==> config.mk <==
export PLATFORM = sky130hd
export DESIGN_NAME = pulse_gen_mc
export DESIGN_NICKNAME = d
export VERILOG_FILES = /design/src/rtl/pulse_gen_mc.sv
export SDC_FILE = /design/constraint.sdc
export NUM_CORES = 1
export LEC_CHECK = 0
export CAP_MARGIN = 20
export CELL_PAD_IN_SITES_DETAIL_PLACEMENT = 1
export CELL_PAD_IN_SITES_GLOBAL_PLACEMENT = 1
export CORE_UTILIZATION = 44
export DETAILED_ROUTE_END_ITERATION = 7
export GPL_TIMING_DRIVEN = 0
export PLACE_DENSITY = 0.9
export SYNTH_ARGS = -nofsm -noshare
export SYNTH_HDL_FRONTEND = slang
export SYNTH_SLANG_ARGS = --single-unit
==> constraint.sdc <==
create_clock -name clk -period 6.1 [get_ports clk]
set_input_delay 1.83 -clock clk [delete_from_list [all_inputs] [get_ports clk]]
set_output_delay 1.83 -clock clk [all_outputs]
set_load 0.01 [all_outputs]
==> src/rtl/pulse_gen_mc.sv <==
// pulse_gen_mc: CH independent burst pulse generators sharing only clock,
// reset and global enable. Each channel counts down from cntr_max, drives
// its pulse HIGH while the count is at or above a buffered threshold, and
// repeats for burst_len periods (0 = run until a graceful stop).
// Optional feature macro: PULSE_GEN_MC_PHASE_EN adds a per-channel phase
// input that delays the first period of a burst by 'phase' cycles.
module pulse_gen_mc #(
    parameter int CH          = 4,
    parameter int CNTR_WIDTH  = 16,
    parameter int BURST_WIDTH = 8
) (
    input  logic                      clk,
    input  logic                      nrst,
    input  logic                      en,
    input  logic [CH-1:0]             start,
    input  logic [CH-1:0]             stop,
    input  logic [CH*CNTR_WIDTH-1:0]  cntr_max,
    input  logic [CH*CNTR_WIDTH-1:0]  cntr_low,
    input  logic [CH*BURST_WIDTH-1:0] burst_len,
`ifdef PULSE_GEN_MC_PHASE_EN
    input  logic [CH*CNTR_WIDTH-1:0]  phase,
`endif
    output logic [CH-1:0]             pulse_out,
    output logic [CH-1:0]             start_strobe,
    output logic [CH-1:0]             done_strobe,
    output logic [CH-1:0]             busy
);

`ifdef PULSE_GEN_MC_PHASE_EN
    typedef enum logic [1:0] {
        ST_IDLE  = 2'd0,
        ST_PHASE = 2'd1,
        ST_RUN   = 2'd2
    } state_t;
`else
    typedef enum logic [1:0] {
        ST_IDLE = 2'd0,
        ST_RUN  = 2'd2
    } state_t;
`endif

    localparam logic [CNTR_WIDTH-1:0]  CNTR_ONE  = {{(CNTR_WIDTH-1){1'b0}}, 1'b1};
    localparam logic [BURST_WIDTH-1:0] BURST_ONE = {{(BURST_WIDTH-1){1'b0}}, 1'b1};

    for (genvar i = 0; i < CH; i++) begin : g_ch
        state_t                 state;
        logic [CNTR_WIDTH-1:0]  counter;
        logic [CNTR_WIDTH-1:0]  low_buf;
        logic [BURST_WIDTH-1:0] remaining;
        logic                   stop_latched;
        logic                   start_q;
        logic                   done_q;

        logic [CNTR_WIDTH-1:0]  max_i;
        logic [CNTR_WIDTH-1:0]  low_i;
        logic [BURST_WIDTH-1:0] burst_i;
        logic                   accept;
        logic                   last_period;

        assign max_i   = cntr_max[i*CNTR_WIDTH +: CNTR_WIDTH];
        assign low_i   = cntr_low[i*CNTR_WIDTH +: CNTR_WIDTH];
        assign burst_i = burst_len[i*BURST_WIDTH +: BURST_WIDTH];

        // A start is only taken from IDLE, without a simultaneous stop, and
        // only when the period would be longer than one cycle.
        assign accept = (state == ST_IDLE) && start[i] && !stop[i] && (max_i != '0);

        // Decided at the period boundary: burst count exhausted, a stop
        // pending (latched earlier or arriving now), or period set to zero.
        assign last_period = (remaining == BURST_ONE) || stop_latched || stop[i] || (max_i == '0);

`ifdef PULSE_GEN_MC_PHASE_EN
        logic [CNTR_WIDTH-1:0] phase_cnt;
        logic [CNTR_WIDTH-1:0] phase_i;

        assign phase_i = phase[i*CNTR_WIDTH +: CNTR_WIDTH];
`endif

        // Channel FSM: accept, optional phase delay, period countdown and
        // burst bookkeeping; the whole channel freezes while en is low.
        always_ff @(posedge clk or negedge nrst) begin
            if (!nrst) begin
                state        <= ST_IDLE;
                counter      <= '0;
                low_buf      <= '0;
                remaining    <= '0;
                stop_latched <= 1'b0;
                start_q      <= 1'b0;
                done_q       <= 1'b0;
`ifdef PULSE_GEN_MC_PHASE_EN
                phase_cnt    <= '0;
`endif
            end else if (!en) begin
                start_q <= 1'b0;
                done_q  <= 1'b0;
            end else begin
                start_q <= 1'b0;
                done_q  <= 1'b0;
                case (state)
                    ST_IDLE: begin
                        if (accept) begin
                            counter      <= max_i;
                            low_buf      <= low_i;
                            remaining    <= burst_i;
                            stop_latched <= 1'b0;
                            start_q      <= 1'b1;
`ifdef PULSE_GEN_MC_PHASE_EN
                            if (phase_i != '0) begin
                                state     <= ST_PHASE;
                                phase_cnt <= phase_i;
                            end else begin
                                state <= ST_RUN;
                            end
`else
                            state        <= ST_RUN;
`endif
                        end
                    end
`ifdef PULSE_GEN_MC_PHASE_EN
                    ST_PHASE: begin
                        if (stop[i]) begin
                            stop_latched <= 1'b1;
                        end
                        if (phase_cnt == CNTR_ONE) begin
                            state     <= ST_RUN;
                            phase_cnt <= '0;
                        end else begin
                            phase_cnt <= phase_cnt - CNTR_ONE;
                        end
                    end
`endif
                    ST_RUN: begin
                        if (counter == '0) begin
                            if (last_period) begin
                                state        <= ST_IDLE;
                                stop_latched <= 1'b0;
                                done_q       <= 1'b1;
                            end else begin
                                counter <= max_i;
                                low_buf <= low_i;
                                if (remaining != '0) begin
                                    remaining <= remaining - BURST_ONE;
                                end
                            end
                        end else begin
                            counter <= counter - CNTR_ONE;
                            if (stop[i]) begin
                                stop_latched <= 1'b1;
                            end
                        end
                    end
                    default: begin
                        state <= ST_IDLE;
                    end
                endcase
            end
        end

        assign pulse_out[i]    = (state == ST_RUN) && (counter >= low_buf);
        assign busy[i]         = (state != ST_IDLE);
        assign start_strobe[i] = start_q;
        assign done_strobe[i]  = done_q;
    end

endmodule

# == Yosys cells after proc, flatten, opt, wreduce, memory -nomap -nowiden ==
# Cells that the tools add are included.
# totals
out_inout_bits,16
register_bits,180
elab_cells,276
input_bits,171
# op_classes
muxes,116
n_lt_le_gt_ge,4
addsub,8
n_eq_ne,40
n_reduce_logical,80
# op_table
operator,n
two-way mux 16 bit,24
one-hot mux 16 bit (2 select lines),8
zero test 16 bit,8
two-way mux 8 bit,16
>= comparator 16 bit,4
one-hot mux 8 bit (2 select lines),4
nonzero test 16 bit,4
subtractor 16 x 1 -> 16 bit (second input constant),4
two-way mux 1 bit,44
!= test 2 bit (second input constant),20
AND reduction 5 bit,8
!= test 3 bit (second input constant),12
equality test 8 x 1 -> 1 bit (second input constant),4
AND reduction 4 bit,8
nonzero test 8 bit,4
subtractor 8 x 1 -> 8 bit (second input constant),4
two-way mux 2 bit,12
AND reduction 6 bit,4
logical AND 1 bit,16
one-hot mux 2 bit (2 select lines),4
nonzero test 2 bit,8
logical OR 1 bit,12
equality test 2 bit (second input constant),4
zero test 2 bit,4
2 further kinds,8

# == Longest topological paths before layout ==
# Gate-level depths: netlist of the first run.
# depth
word_depth,8
ltp_mapped,11
mapped_depth_nobuf,8

# == Least setup slack after synthesis of the first run ==
# No wires, ideal clock.
# synth_path
path_kind,register to output
from,register g_ch[2].counter[0]
to,output pulse_out[2]
path_buffers,0
slack_ns,2.464
path_stages_with_launch,9
t_arrival_ns,1.806
required_ns,4.270
path_cell_list,dfrtp_1 > inv_1 > ha_1 > nand2b_1 > a21o_1 > a211oi_1 > or3_1 > a2111oi_0 > o31a_1
# synth_via
elab_chain_cells,2
# synth_lines
item,line_no,rtl
start: declaration,47,logic [CNTR_WIDTH-1:0] counter;
start signal: assignment,102,counter <= max_i;
start signal: assignment,139,counter <= max_i;
start signal: assignment,146,counter <= counter - CNTR_ONE;
>= comparator 16 bit,159,assign pulse_out[i] = (state == ST_RUN) && (counter >= low_buf);
logical AND 1 bit,159,
end: declaration,23,"output logic [CH-1:0] pulse_out,"
# No other way between the ends.

# == Final worst setup path of the first run ==
# layout_path
from,register g_ch[0].counter[0]
to,output pulse_out[0]
# layout_via
elab_chain_cells,2
# layout_lines
item,line_no
start: declaration,47
start signal: assignment,102
start signal: assignment,139
start signal: assignment,146
>= comparator 16 bit,159
logical AND 1 bit,159
# No other way between the ends.

==> impl_metrics.toml, run 1 <==
[global_route]
grt_pass1_wl_um = 58830
grt_max_degree = 108
grt_usage_pct = 28.52
grt-ovfl-total = 0
grt_pass1_vias = 11590
antenna_found_initial = 1

[logic_synthesis]
synth_area_per_cell_um2 = 8.584
synth_area_um2 = 11020
ys_top_cells_by_area = "dfrtp_1 (40%), ha_1 (9.1%), o21ai_0 (6.0%)"
syn_nets = 1535
yosysTopAreaCellShare_pct = 39.96
ys_ff_latch = 176
yosysWarnings = 0
synth.most_common_cell = "dfrtp_1"
synthArstFlopShare_pct = 100.0
synth_cells = 1284
synthFlopType = "dfrtp_1"
ys_seq_area_share_pct = 39.96
ys_types = 74
synthTopCellsByCount = "dfrtp_1 (176), o21ai_0 (133), a21oi_1 (106)"
synth-edff-count = 0
yosys.area.top_type = "dfrtp_1"

[floorplanning]
die_area_um2 = 25690
die_w_um = 160.3
rows = 57
core_area_um2 = 24460
initial_core_util_pct = 45.06
io_pins = 187
die_h_um = 160.3

[cells_and_area]
drive_above_1_share_pct = 6.720
finish.utilization_pct = 56.98
final.fill_count = 2898
area_growth_pct = 26.46
final_cell_area_um2 = 13940
nNetsFinal = 1741

[clocking]
cts_tree = "yes"
clock_path_buffers = 2
cts_inserted_buffers = 17
cts-root-buf = "clkbuf_16"
cts_htree_levels = 4
path_clk_slew_ns = 0.08
clock_latency_ns = 0.45
ctsResizeCount = 0
hold_buffers = 0
clock-sinks = 176
cts_setup_buffers = 0

[worst_setup_path]
required_ns = 4.27
reg2reg_from = "g_ch[1].counter[0]"
arrival_ns = 3.10
setup.worst_path.start = "g_ch[0].counter[0]"
critPathCaptureType = "output pin"
critical_path_class = "flop to output pin"
reg2reg_depth = 9
start_kind = "flop"
critPathCapture = "pulse_out[0]"
r2r_end = "g_ch[1].counter[3]"
r2r_setup_slack_ns = 3.00
path_max_fanout = 5

[pwr]
power_mw = 5.129
vdd_drop_max_v = 0.0001568
p_per_area_nw_per_um2 = 368.0
leakage_nw = 5.853

[route]
post-route-drc-count = 0
wl_um = 35720
first_iter_violations = 618
antenna_left = 0
drt_pass1_iterations = 5
via_per_inst = 5.957
dr_total_vias = 10890
routedWlPerCell_um = 19.54

[run]
maxCapViolations = 0

[min_path]
whs_path_depth = 2
hold_path_class = "flop to flop"

[placement]
numPortBuffers = 185
place_ws_ns = 1.384
place_area_um2 = 13310
hpwl_um = 26410
gp_congestion = 0.9010

[timing]
holdWs_ns = 0.4918
setup_violations = 0
timing.final.crit_share_pct = 80.85
skew_ns = 0.01709
max_freq_mhz = 202.8
finalHoldViolations = 0
tightest_slew_ns = 1.069
final_max_slew_viol_count = 0
fin_crit_ns = 4.932
setup_slack_ns = 1.168
worst_slew_margin_rel_pct = 28.05
rsz0062_at_grt = "false"

[status]
status = "finished clean"
state kept, by name, summed over array words and instances, names as in the netlist:
register,count
g_ch.done_q,4
g_ch.counter,64
g_ch.remaining,32
g_ch.state,4
g_ch.stop_latched,4
g_ch.low_buf,64
g_ch.start_q,4
worst min-delay path by stage:
stage                  startpoint                 end  slack [ns]
6_report       g_ch[2].low_buf[0]  g_ch[2].low_buf[0]        0.49
5_1_grt        g_ch[0].low_buf[0]  g_ch[0].low_buf[0]        0.54
4_1_cts        g_ch[2].low_buf[0]  g_ch[2].low_buf[0]        0.50
3_5_place_dp   g_ch[2].low_buf[0]  g_ch[2].low_buf[0]        0.48
3_3_place_gp   g_ch[2].low_buf[0]  g_ch[2].low_buf[0]        0.47
2_1_floorplan  g_ch[2].low_buf[0]  g_ch[2].low_buf[0]        0.45
through the flow:
stage          setup TNS, ns  cells
2_1_floorplan              0   1284
3_3_place_gp         -777.36   1793
3_5_place_dp               0   1794
4_1_cts                    0   1826
5_1_grt                    0   1827
6_report                   0   1828
power breakdown:
part	switching (mW)	leakage (nW)	internal, mW	total [mW]
clock network	0.559	0.302	0.627	1.19
logic	1.14	3.42	0.876	2.01
registers	0.393	2.14	1.53	1.93
total	2.09	5.85	3.04	5.13
cells in the final DEF, fill, tap and decap left out, types with 10 or more instances in the layout:
master,instances
clkdlybuf4s50_1,184
dfrtp_1,176
o21ai_0,133
a21oi_1,106
nand2_1,103
inv_1,101
nor2_1,100
ha_1,80
nor3_1,55
nor4_1,44
clkbuf_1,38
nand3_1,29
nand4_1,21
o21ai_1,19
buf_2,19
mux2_2,17
clkbuf_16,17
o22ai_1,16
a211oi_1,15
or3_1,14
mux2i_1,11
a31oi_1,10
buf_4,10
worst max-delay path, cell delays in order, from the launching register on:
cell and delay, ns:
dfrtp_1 0.42, inv_1 0.15, ha_1 0.31, inv_1 0.03, a21boi_0 0.12, o21ai_0 0.10
a211o_1 0.28, a2111oi_0 0.47, o31a_1 0.22, clkdlybuf4s50_1 0.55
final cells by class:
| class | count | area, um^2 | area share (%) |
|---|---|---|---|
| clock inverter | 15 | 193.9 | 1.391 |
| inverter | 103 | 386.6 | 2.774 |
| buffer | 68 | 324.1 | 2.325 |
| sequential | 176 | 4404 | 31.60 |
| antenna | 1 | 2.502 | 0.01795 |
| multi-input combinational | 937 | 5907 | 42.38 |
| timing repair buffer | 187 | 1889 | 13.55 |
| clock buffer | 17 | 425.4 | 3.052 |
| tap | 324 | 405.4 | 2.908 |
cells by family (layout without fill, tap and decap cells):
logic type / Yosys count / after routing / share of synthesized area (%)
muxes: 29 / 29 / 2.838
adders and majority gates: 80 / 80 / 9.082
and+or+nand+nor: 424 / 424 / 19.22
buffers and inverters: 171 / 390 / 6.448
other: 0 / 1 / 0
AOI/OAI and AO/OA: 404 / 404 / 22.45
DFF: 176 / 176 / 39.96
layer usage:
layer	global-route usage (%)	part of all wire, %	up-vias
met3	4.883	4.9	80
li1	-	-	5112
met4	10.43	2.6	0
met5	0	0	-
met2	49.92	50	368
met1	35.09	43	5330
Note: power is estimated with default switching activity, not from simulation.
==> inputs of run 2 (changes only) <==
Settings changed: CORE_UTILIZATION 44 to 37, PLACE_DENSITY 0.9 to 0.81.
Clock period 6.1 ns to 4.3 ns, I/O delays scaled along.
==> run 2 against run 1 <==
Effect of this change: hold slack better by 0.0053 ns; clock power is 44% higher; clock skew is 0.0018 ns lower; via count is 0.83% lower; final cell count is 3.3% higher; largest power group unchanged; sequential power is 41% higher; register-to-register slack worse by 1.6 ns; wire length is 2.2% higher; first-iteration DRC count is 8.4% lower.
==> impl_metrics.toml, run 2 (same netlist as run 1, synthesis figures left out) <==
[worst_setup_path]
reg2reg_depth = 9
crit_slowest_cell = "clkdlybuf4s50_1"
critPathCaptureType = "output pin"
start_kind = "flop"
critical_path_class = "flop to output pin"
arrival_ns = 2.90
r2r_end = "g_ch[1].counter[7]"
cpPeakStageDelay_ns = 0.55
reg2reg_from = "g_ch[1].counter[0]"
r2r_setup_slack_ns = 1.36
required_ns = 3.01
crit_chain = "inv_2 -> ha_1 -> nand2b_1 -> a21o_1 -> a211oi_1 -> or3_1 -> a2111oi_2 -> o31a_1 -> clkdlybuf4s50_1"
path_max_fanout = 5

[clocking]
clock_path_buffers = 2
cts_tree = "yes"
path_clk_slew_ns = 0.07
cts-root-buf = "clkbuf_16"
clock-sinks = 176
cts_inserted_buffers = 17
cts_htree_levels = 4
clock_latency_ns = 0.46

[route]
wl_um = 36510
post-route-drc-count = 0
via_per_inst = 5.717
antenna_left = 0
dr_total_vias = 10800
drt_pass1_iterations = 5
wl_met1_um = 16430
routedWlPerCell_um = 19.33
first_iter_violations = 566
maxUsedRoutingLayer = "met4"
met3WireLength_um = 1618
dr_wl_met2_um = 17790

[floorplanning]
rows = 62
die_h_um = 174.6
io_pins = 187
core_area_um2 = 29010
die_area_um2 = 30480
initial_core_util_pct = 37.99
die_w_um = 174.6

[min_path]
hold_path_class = "flop to flop"
min-delay-start = "g_ch[0].low_buf[0]"
whs_path_depth = 1
hold_path_end = "g_ch[0].low_buf[0]"

[cells_and_area]
reg_top3 = "g_ch.counter: 64 flops, g_ch.low_buf: 64 flops, g_ch.remaining: 32 flops"
nNetsFinal = 1744
most-common-layout-cells = "clkdlybuf4s50_1 (182), dfrtp_1 (176), o21ai_0 (133)"
final_common_cell = "clkdlybuf4s50_1"
regArea_um2 = 4404
final.fill_count = 3442
multi_input_comb_area_um2 = 5944
drive_above_1_share_pct = 7.043
layoutNonFillerInstCount = 1889
antenna_cells = 0
area_growth_pct = 27.62
finish.utilization_pct = 48.48

[run]
maxCapViolations = 0

[global_route]
antenna_found_initial = 0
grt-ovfl-total = 0
grt_max_degree = 97
grt_pass1_wl_um = 59490
grt_pass1_vias = 11460
grt_usage_pct = 24.42

[timing]
holdWs_ns = 0.4971
worst_slew_margin_rel_pct = 38.01
setup_violations = 0
max_freq_mhz = 238.8
rsz0062_at_grt = "false"
fin_crit_ns = 4.187
finalHoldViolations = 0
final_max_slew_viol_count = 0
skew_ns = 0.01527
setup_slack_ns = 0.1125
timing.final.crit_share_pct = 97.38
tightest_slew_ns = 0.9213

[pwr]
seqPwrFrac_pct = 37.1
switching_power_mw = 2.922
p_per_area_nw_per_um2 = 520.8
leakage_nw = 5.875
sw_frac_of_total_pct = 39.88
vdd_drop_max_v = 0.0002903
power_frac_comb_pct = 39.5
clkPwrFrac_pct = 23.4
p_int_mw = 4.404

[status]
status = "finished clean"

[placement]
gp_congestion = 0.8804
numPortBuffers = 185
hpwl_um = 26710
place_ws_ns = 0.008760
dp_cells = 1854
[run 2: changes by cell type in the layout (fill, tap and decap cells not counted), sizes merged]
cell,before,now
buf,32,35
bufinv,2,4
clkbuf,56,58
clkdlybuf4s50,184,182
clkinv,6,3
clkinvlp,1,3
diode,1,0
dlygate4sd2,0,1
dlymetal6s2s,0,1
inv,109,105
[run 2: metal layers]
| layer | vias up | track usage, % |
|---|---|---|
| li1 | 5101 | - |
| met1 | 5340 | 31.76 |
| met2 | 307 | 41.67 |
| met3 | 52 | 3.634 |
| met4 | 0 | 7.717 |
| met5 | - | 0 |
[run 2: power by group through the flow]
stage	sequential (mW)	combinational (mW)	clock, mW
floorplan	2.55	1.93	0
global placement	2.71	2.65	0
detailed placement	2.73	2.80	0
CTS	2.71	2.88	1.74
global route	2.80	3.30	1.79
finish	2.72	2.90	1.71
[run 2: area by class of cell]
type                       count  area share, %
buffer                        68          2.304
inverter                     103          2.749
clock buffer                  19          3.078
timing repair buffer         190          13.58
sequential                   176          31.31
clock inverter                12          1.299
multi-input combinational    937          42.26
tap                          384          3.416
[run 2: stage by stage]
stage | setup TNS [ns] | power [mW] | cell area (um^2)
2_1_floorplan | 0 | 4.484 | 11020
3_3_place_gp | -1041.35 | 5.363 | 13350
3_5_place_dp | 0 | 5.534 | 13390
4_1_cts | 0 | 7.325 | 14030
5_1_grt | 0 | 7.891 | 14070
6_report | 0 | 7.326 | 14070
[run 2: repair_timing]
| item | 4_1_cts | 5_1_grt |
|---|---|---|
| cloned | 0 | 0 |
| endpoints found under the hold margin | 0 | 0 |
| setup endpoints to repair | 3 | 3 |
| resized for setup | 7 | 6 |
| hold buffers | 0 | 0 |
| buffers inserted | 1 | 1 |
| pin swaps | 1 | 1 |
[run 2: worst max-delay path, delay by kind of cell (launching register included)]
family / cells / cell delay, ns
AO/OA/AOI/OAI: 4 / 0.66
buffers and inverters: 2 / 0.63
AND/OR/NAND/NOR: 2 / 0.49
flip-flops: 1 / 0.39
adder cells (fa/ha/maj): 1 / 0.28
[run 2: worst max path at each step]
| stage | end | slack (ns) | cells past startpoint | startpoint |
|---|---|---|---|---|
| 5_1_grt | pulse_out[2] | 0.01 | 9 | g_ch[2].counter[0] |
| 6_report | pulse_out[2] | 0.11 | 9 | g_ch[2].counter[0] |
| 2_1_floorplan | pulse_out[2] | 1.20 | 8 | g_ch[2].counter[0] |
| 3_3_place_gp | g_ch[1].counter[3] | -5.93 | 1 | nrst |
| 4_1_cts | pulse_out[1] | 0.02 | 9 | g_ch[1].counter[0] |
| 3_5_place_dp | g_ch[2].counter[5] | 0.009 | 9 | cntr_max[45] |
